### src/rtl/sdm_manchester_tx.sv
`default_nettype none
// ============================================================================
// Module   : sdm_manchester_tx
// Purpose  : 2nd-order sigma-delta modulator with Manchester line encoder
//            (MOUT = BITOUT ^ CLKOUT), one-entry sample holding register.
// Revision : 1.0 - initial release
// ============================================================================
module sdm_manchester_tx #(
    parameter int DW  = 16,
    parameter int DIV = 4
) (
    input  logic          EXTCLK,
    input  logic          EXTRST,
    input  logic          EN,
    input  logic [DW-1:0] IN_DATA,
    input  logic          IN_VALID,
    output logic          IN_READY,
    input  logic          CLR_SAT,
    output logic          CLKOUT,
    output logic          BITOUT,
    output logic          MOUT,
    output logic          SAT
);

    localparam int I1W = DW + 3;
    localparam int I2W = DW + 5;
    localparam int AW  = DW + 7;
    localparam int CW  = (DIV > 2) ? $clog2(DIV) : 1;

    localparam logic signed [AW-1:0] c_FS     = AW'(2**(DW-1));
    localparam logic signed [AW-1:0] c_I1_MAX = AW'(2**(I1W-1) - 1);
    localparam logic signed [AW-1:0] c_I1_MIN = -AW'(2**(I1W-1));
    localparam logic signed [AW-1:0] c_I2_MAX = AW'(2**(I2W-1) - 1);
    localparam logic signed [AW-1:0] c_I2_MIN = -AW'(2**(I2W-1));
    localparam logic signed [DW-1:0] c_XMAX   = DW'(3 * 2**(DW-1) / 4);
    localparam logic signed [DW-1:0] c_XMIN   = -c_XMAX;
    localparam logic [CW-1:0]        c_CNT_LAST = CW'(DIV - 1);

    logic [CW-1:0]          r_cnt;
    logic                   r_phase;
    logic                   r_en_d;
    logic                   r_pending;
    logic signed [DW-1:0]   r_hold;
    logic signed [DW-1:0]   r_x;
    logic signed [I1W-1:0]  r_i1;
    logic signed [I2W-1:0]  r_i2;

    logic                   w_boundary;
    logic                   w_b;
    logic signed [AW-1:0]   w_fb;
    logic signed [AW-1:0]   w_i1_sum;
    logic signed [AW-1:0]   w_i1_new;
    logic signed [AW-1:0]   w_i2_sum;
    logic signed [I2W-1:0]  w_i2_new;
    logic                   w_sat_ev;
    logic signed [DW-1:0]   w_x_new;

    assign IN_READY = ~r_pending;

    always_comb begin
        // A bit starts on the first enabled cycle and whenever phase wraps 1 -> 0
        w_boundary = EN && (!r_en_d || ((r_cnt == c_CNT_LAST) && r_phase));
        w_b        = ~r_i2[I2W-1];
        w_fb       = w_b ? c_FS : -c_FS;
        w_sat_ev   = 1'b0;

        w_i1_sum = AW'(r_i1) + AW'(r_x) - w_fb;
        w_i1_new = w_i1_sum;
        if (w_i1_sum > c_I1_MAX) begin
            w_i1_new = c_I1_MAX;
            w_sat_ev = 1'b1;
        end else if (w_i1_sum < c_I1_MIN) begin
            w_i1_new = c_I1_MIN;
            w_sat_ev = 1'b1;
        end

        w_i2_sum = AW'(r_i2) + w_i1_new - w_fb;
        w_i2_new = w_i2_sum[I2W-1:0];
        if (w_i2_sum > c_I2_MAX) begin
            w_i2_new = c_I2_MAX[I2W-1:0];
            w_sat_ev = 1'b1;
        end else if (w_i2_sum < c_I2_MIN) begin
            w_i2_new = c_I2_MIN[I2W-1:0];
            w_sat_ev = 1'b1;
        end

        w_x_new = r_hold;
        if (r_hold > c_XMAX) begin
            w_x_new = c_XMAX;
        end else if (r_hold < c_XMIN) begin
            w_x_new = c_XMIN;
        end
    end

    always_ff @(posedge EXTCLK) begin
        if (EXTRST) begin
            r_cnt     <= '0;
            r_phase   <= 1'b0;
            r_en_d    <= 1'b0;
            r_pending <= 1'b0;
            r_hold    <= '0;
            r_x       <= '0;
            r_i1      <= '0;
            r_i2      <= '0;
            CLKOUT    <= 1'b0;
            BITOUT    <= 1'b0;
            MOUT      <= 1'b0;
            SAT       <= 1'b0;
        end else begin
            // Accept only when empty, so this never collides with the boundary clear
            if (IN_VALID && !r_pending) begin
                r_hold    <= IN_DATA;
                r_pending <= 1'b1;
            end

            if (EN) begin
                r_en_d <= 1'b1;
                if (w_boundary) begin
                    r_cnt   <= '0;
                    r_phase <= 1'b0;
                    r_i1    <= w_i1_new[I1W-1:0];
                    r_i2    <= w_i2_new;
                    BITOUT  <= w_b;
                    CLKOUT  <= 1'b0;
                    MOUT    <= w_b;
                    if (r_pending) begin
                        r_x       <= w_x_new;
                        r_pending <= 1'b0;
                    end
                end else if (r_cnt == c_CNT_LAST) begin
                    r_cnt   <= '0;
                    r_phase <= ~r_phase;
                    CLKOUT  <= ~r_phase;
                    MOUT    <= BITOUT ^ ~r_phase;
                end else begin
                    r_cnt <= r_cnt + CW'(1);
                end
            end else begin
                r_en_d  <= 1'b0;
                r_cnt   <= '0;
                r_phase <= 1'b0;
                r_i1    <= '0;
                r_i2    <= '0;
                CLKOUT  <= 1'b0;
                BITOUT  <= 1'b0;
                MOUT    <= 1'b0;
            end

            SAT <= (w_boundary & w_sat_ev) | (SAT & ~CLR_SAT);
        end
    end

endmodule
`default_nettype wire

### config.mk
export PLATFORM = sky130hd
export DESIGN_NAME = sdm_manchester_tx
export DESIGN_NICKNAME = d
export VERILOG_FILES = /design/src/rtl/sdm_manchester_tx.sv
export SDC_FILE = /design/constraint.sdc
export NUM_CORES = 1
export LEC_CHECK = 0
export ABC_AREA = 1
export CORE_MARGIN = 3
export CORE_UTILIZATION = 45
export CTS_BUF_LIST = sky130_fd_sc_hd__clkbuf_16
export CTS_CLUSTER_SIZE = 28
export DETAILED_ROUTE_END_ITERATION = 8
export GPL_TIMING_DRIVEN = 0
export HOLD_SLACK_MARGIN = 0.1
export PLACE_DENSITY_LB_ADDON = 0.1
export SYNTH_ARGS = -nofsm -noshare
export SYNTH_HDL_FRONTEND = slang
export SYNTH_SLANG_ARGS = --single-unit
### constraint.sdc
create_clock -name EXTCLK -period 5.81 [get_ports EXTCLK]
set_input_delay 1.743 -clock EXTCLK [delete_from_list [all_inputs] [get_ports EXTCLK]]
set_output_delay 1.743 -clock EXTCLK [all_outputs]
set_load 0.02 [all_outputs]
==> results of run 1 <==
-- final cells by class --
| type | count | area share, % |
|---|---|---|
| Multi-Input combinational cell | 581 | 53.8 |
| Buffer | 25 | 2.09 |
| Inverter | 220 | 11.0 |
| Clock buffer | 9 | 3.00 |
| Clock inverter | 7 | 0.718 |
| Tap cell | 176 | 2.94 |
| Timing Repair Buffer | 36 | 5.01 |
| Sequential cell | 80 | 21.5 |
-- state kept, by name (all words and copies together) (netlist names) --
name       count
BITOUT         1
MOUT           1
SAT            1
r_cnt          2
r_en_d         1
r_hold        16
r_i1          19
r_i2          21
r_pending      1
r_phase        1
r_x           16
-- cells by family after synthesis --
kind of cell	Yosys count	share of synthesized area [%]
AOI/OAI and AO/OA	214	20.8
xor gates and xnor gates	30	4.27
adders and majority gates	81	16.9
buffers and inverters	245	15.1
DFF	80	25.3
and+or+nand+nor	256	17.7
-- stage by stage --
step	util, %	hold slack [ps]
final	55.5	419
after global routing	55.5	459
after CTS	53.8	426
after detailed placement	50.3	414
after global placement	50.3	415
after floorplan	-	399
-- what timing repair did --
action,4_1_cts,5_1_grt
buffers inserted,5,2
gates cloned,2,2
pin swaps,5,17
endpoints found under the setup margin,22,22
gates resized for setup,34,47
-- metal layers --
layer	GRT usage, %	wire (microns)	vias up
li1	-	-	3015
met1	26.8	7790	2565
met2	37.7	8090	62
met3	4.42	496	21
met4	4.96	237	0
met5	0	0	-
-- final timing paths --
path | depth (start not counted) | from | to | slack [ps]
setup reg to reg | 36 | r_i2[20] | r_i2[4] | 260
setup / recovery | 36 | r_i2[20] | r_i2[4] | 260
hold reg to reg | 1 | r_cnt[0] | r_cnt[0] | 420
hold / removal | 1 | r_cnt[0] | r_cnt[0] | 420
-- Yosys cell counts, types with 4 or more instances --
library cell,instances
a21oi_1,63
a21oi_2,21
buf_6,4
clkbuf_1,19
dfxtp_1,80
fa_1,7
ha_1,74
inv_1,215
inv_2,5
nand2_1,155
nand2_2,7
nand3_1,31
nand3_2,4
nand4_1,6
nor2_1,33
nor2_2,5
nor3_1,4
o211ai_1,17
o21ai_0,72
o21bai_1,6
o32ai_1,12
xnor2_1,13
xor2_1,16
-- critical path, delay by kind of cell, from the launching register on --
kind,cells,cell delay (ps)
buffers and inverters,6,640
AND/OR/NAND/NOR,17,1480
AO/OA/AOI/OAI,8,1190
adder cells (fa/ha/maj),5,1670
flip-flops,1,420
==> impl_metrics.yaml, run 1 <==
outcome:
  status: "finished, final reports clean"
min_path:
  worst_hold_path_type: "reg2reg"
clock_tree:
  cts_sinks: 80
  ctsHoldBuffers: 0
  clock_path_buffers: 2
  ctsHtreeMaxLevel: 3
  clk_latency_ps: 350
  cts-root-buf: "clkbuf_16"
  cts_inserted_buffers: 9
  cts.clk_slew.worst_paths_ps: 70
  cts_tree: "yes"
setup_path:
  critical_path.slowest_cell: "fa_1"
  crit_top_cell: "nand2_1"
  worst_setup_path_end_kind: "flop"
  crit_type: "reg2reg"
  crit_required_ps: 6050
  startpoint_type: "flop"
  cpPeakStageDelay_ps: 490
  path_max_fanout: 10
  critPathArrivalTime_ps: 5780
timing:
  worstMarginPinSlew_ps: 664
  final.setup_skew_ps: 6.00
  setup_viol: 0
  hold_viol_final: 0
  min_period_ps: 5550
  fin_crit_sh_pct: 95.5
  tns_ps: 0
  maxSlewHeadroom_pct: 55.7
  timing.final.ws_setup_ps: 264
  max_freq_mhz: 180
  drv_slew: 0
logic_synthesis:
  netlist_top_cells_area: "dfxtp_1, ha_1, inv_1, nand2_1, o21ai_0"
  synth_top_area_share_pct: 25.3
  yosys_warnings: 0
  synth.avg_cell_area_sq_um: 6.98
  yosysUniqueCellTypes: 45
  ys_seq_elements: 80
  async_flop_share_pct: 0
  yosysSeqAreaShare_pct: 25.3
  syn_inst: 906
  synth_top_area_cell: "dfxtp_1"
  postSynthNetCount: 1008
  synth_flop_cell: "dfxtp_1"
  synth-edff-count: 0
  syn_area_sq_um: 6320
final_layout:
  antennaDiodeCount: 0
  mostFrequentLayoutCells: "inv_1, nand2_1, dfxtp_1"
  nFillCells: 1339
  final_net_count: 1055
  regArea_sq_um: 1610
  multi_input_area_sq_um: 4030
  syn_to_final_growth_pct: 18.5
  final_common_cell: "inv_1"
  drive_above_1_share_pct: 13.9
  stdcell_area_sq_um: 7500
  final_cells: 1134
global_routing:
  grt_antenna_before_repair: 0
  grtUsageTotal_pct: 21.4
  grt_pass1_vias: 5543
  grt-ovfl-total: 0
  grt_max_degree: 16
  grt_pass1_wl_mm: 27.0
die:
  die_width_microns: 125
  start_util_pct: 46.8
  io_pins: 26
  die_area_sq_um: 15500
  core_sq_um: 13500
  rows: 42
  die_h_microns: 125
routing:
  vias: 5663
  detail_route.wirelength_mm: 16.6
  drtIter0Drc: 178
  via_per_inst: 4.99
  drc: 0
  drt-wirelength-per-cell_microns: 14.7
  ant_nets: 0
  first_pass_iters: 6
place:
  io_buffers: 25
  placed_cells: 1107
  place_ws_ps: -1040
  place_area_sq_um: 6790
  gp_congestion: 0.863
  dpl.hpwl_mm: 12.6
run:
  drv_cap: 0
Power of run 1 is left out: the tool's default activity adds up to more than one toggle a clock period on the data nets, which glitch-free logic cannot reach.
==> run 2, diff against run 1 <==
- ABC_AREA: 1 -> not set
==> run 2 against run 1 <==
Effect of this change:
- clock skew increased by 1.9 ps
- the run now ends with negative setup slack left
- utilization increased by 4.2 points
- final area increased by 7.5%
- highest routed layer unchanged
- critical path depth decreased by 11
==> impl_metrics.yaml, run 2 <==
outcome:
  status: "finished with violations"
  violations: "negative setup slack"
timing:
  min_period_ps: 6350
  fin_crit_sh_pct: 109
  maxSlewHeadroom_pct: 44.0
  drv_slew: 0
  setup_viol: 21
  rsz0062_at_grt: "true"
  worstMarginPinSlew_ps: 840
  hold_viol_final: 0
  timing.final.ws_setup_ps: -543
  max_freq_mhz: 157
  final.setup_skew_ps: 7.90
routing:
  via_per_inst: 5.48
  drc: 0
  vias: 5763
  drtIter0Drc: 379
  detail_route.wirelength_mm: 17.1
  first_pass_iters: 5
  ant_nets: 0
  drt-wirelength-per-cell_microns: 16.2
logic_synthesis:
  yosysSeqAreaShare_pct: 25.2
  synth_top_area_share_pct: 25.2
  synth.most_common_cell: "inv_1"
  syn_area_sq_um: 6360
  syn_inst: 799
  synth_flop_cell: "dfxtp_1"
  synth_top_area_cell: "dfxtp_1"
  synth.avg_cell_area_sq_um: 7.96
  ys_top_cells_by_count: "inv_1, a21oi_1, dfxtp_1"
  yosys_warnings: 0
  yosysUniqueCellTypes: 68
  synth-edff-count: 0
  netlist_top_cells_area: "dfxtp_1, ha_1, inv_1, a21oi_1, nand2_1"
  postSynthNetCount: 901
  ys_seq_elements: 80
  async_flop_share_pct: 0
min_path:
  min_to: "r_cnt[0]"
  hold_start: "r_cnt[0]"
  min_path_cells: 1
  worst_hold_path_type: "reg2reg"
setup_path:
  crit_required_ps: 6000
  worst_setup_path_end_kind: "flop"
  critPathArrivalTime_ps: 6540
  cpLargestDelayFamily: "compound AO/OA/AOI/OAI gates"
  r2r_slack_ps: -540
  cp.buffers_inverters: 6
  crit_top_cell: "ha_1"
  path_max_fanout: 5
  cpPeakStageDelay_ps: 450
  crit_type: "reg2reg"
  critPathLaunch: "r_x[15]"
  critical_path.slowest_cell: "or4_4"
  reg2reg_depth: 25
  r2r_start: "r_x[15]"
  r2r_end: "r_i2[4]"
  startpoint_type: "flop"
global_routing:
  grt_pass1_wl_mm: 28.5
  grt-ovfl-total: 0
  grt_max_degree: 13
  grt_pass1_vias: 5758
  grtUsageTotal_pct: 22.5
  grt_antenna_before_repair: 0
die:
  rows: 42
  die_area_sq_um: 15600
  core_sq_um: 13500
  die_width_microns: 125
  die_h_microns: 125
  io_pins: 26
  start_util_pct: 47.1
final_layout:
  mostFrequentLayoutCells: "inv_1, dfxtp_1, a21oi_1"
  drive_above_1_share_pct: 18.6
  final_net_count: 974
  utilization_pct: 59.7
  top_regs: "r_i2 (21), r_i1 (19)"
  largest_reg_flops: 21
  top_register: "r_i2"
  final_common_cell: "inv_1"
  antennaDiodeCount: 0
  syn_to_final_growth_pct: 26.7
place:
  gp_congestion: 0.858
  place_ws_ps: -1260
  io_buffers: 25
  dpl.hpwl_mm: 12.4
clock_tree:
  cts.clk_slew.worst_paths_ps: 60
  clk_latency_ps: 340
  clock_path_buffers: 2
  cts_inserted_buffers: 9
  ctsHtreeMaxLevel: 3
  cts_tree: "yes"
  cts-root-buf: "clkbuf_16"
  ctsHoldBuffers: 0
  cts_sinks: 80
run:
  drv_cap: 0
[run 2: final cells by class]
class	count	area, sq um
Sequential cell	80	1610
Multi-Input combinational cell	562	4630
Clock buffer	10	250
Timing Repair Buffer	61	579
Buffer	28	190
Fill cell	1204	5450
Tap cell	176	220
Inverter	130	505
Clock inverter	5	71.3
[run 2: worst reg2reg max path, cell delays in order (launching register included)]
cell	delay (ps)
dfxtp_4	360
buf_4	150
ha_1	310
ha_1	380
inv_1	120
nor3_4	230
and4_4	280
o21ai_4	70
a211oi_4	350
nand3_1	130
ha_1	310
buf_8	150
buf_4	130
o21ai_0	290
ha_1	320
ha_1	370
or2_2	310
a21oi_1	250
a31oi_4	80
a211oi_4	340
buf_6	170
xnor2_4	90
or4_4	450
a31oi_4	290
buf_6	200
a221oi_2	70
[run 2: what timing repair did]
item | 4_1_cts | 5_1_grt
hold endpoints to repair | 0 | 0
pin swaps | 22 | 10
buffers inserted | 29 | 3
gates resized for setup | 53 | 12
gates cloned | 5 | 0
endpoints found under the setup margin | 22 | 22
[run 2: cells by family (layout without fill, tap and decap cells)]
logic type / count (synthesis) / after routing / synth area share [%]
AOI/OAI and AO/OA: 233 / 234 / 27.3
and+or+nand+nor: 209 / 209 / 15.6
buffers and inverters: 158 / 234 / 9.76
adders and majority gates: 81 / 81 / 16.8
DFF: 80 / 80 / 25.2
xor gates and xnor gates: 36 / 36 / 4.96
muxes: 2 / 2 / 0.354
[run 2: how the worst max path moves through the flow]
stage	to	slack, ps	cells after the start
2_1_floorplan	r_i2[19]	-40	27
3_3_place_gp	r_i2[12]	-1090	29
3_5_place_dp	r_i2[17]	-1260	29
4_1_cts	r_i2[4]	-400	30
5_1_grt	r_i2[4]	-710	30
6_report	r_i2[4]	-540	25
[run 2: layer usage]
layer / up-vias / GRT usage, % / wire (microns)
met5: - / 0 / 0
met4: 0 / 4.78 / 174
met3: 17 / 4.03 / 619
met2: 89 / 36.5 / 8020
met1: 2752 / 31.4 / 8250
li1: 2905 / - / -
[run 2: through the flow]
stage / hold WS, ps / TNS, ps / area, sq um / instances
floorplan: 404 / -442 / 6610 / 799
global placement: 415 / -22250 / 7080 / 1000
detailed placement: 419 / -25420 / 7080 / 1000
CTS: 428 / -7800 / 7990 / 1049
global route: 437 / -14430 / 8060 / 1052
finish: 423 / -10510 / 8060 / 1052
Power of run 2 is left out for the same reason.
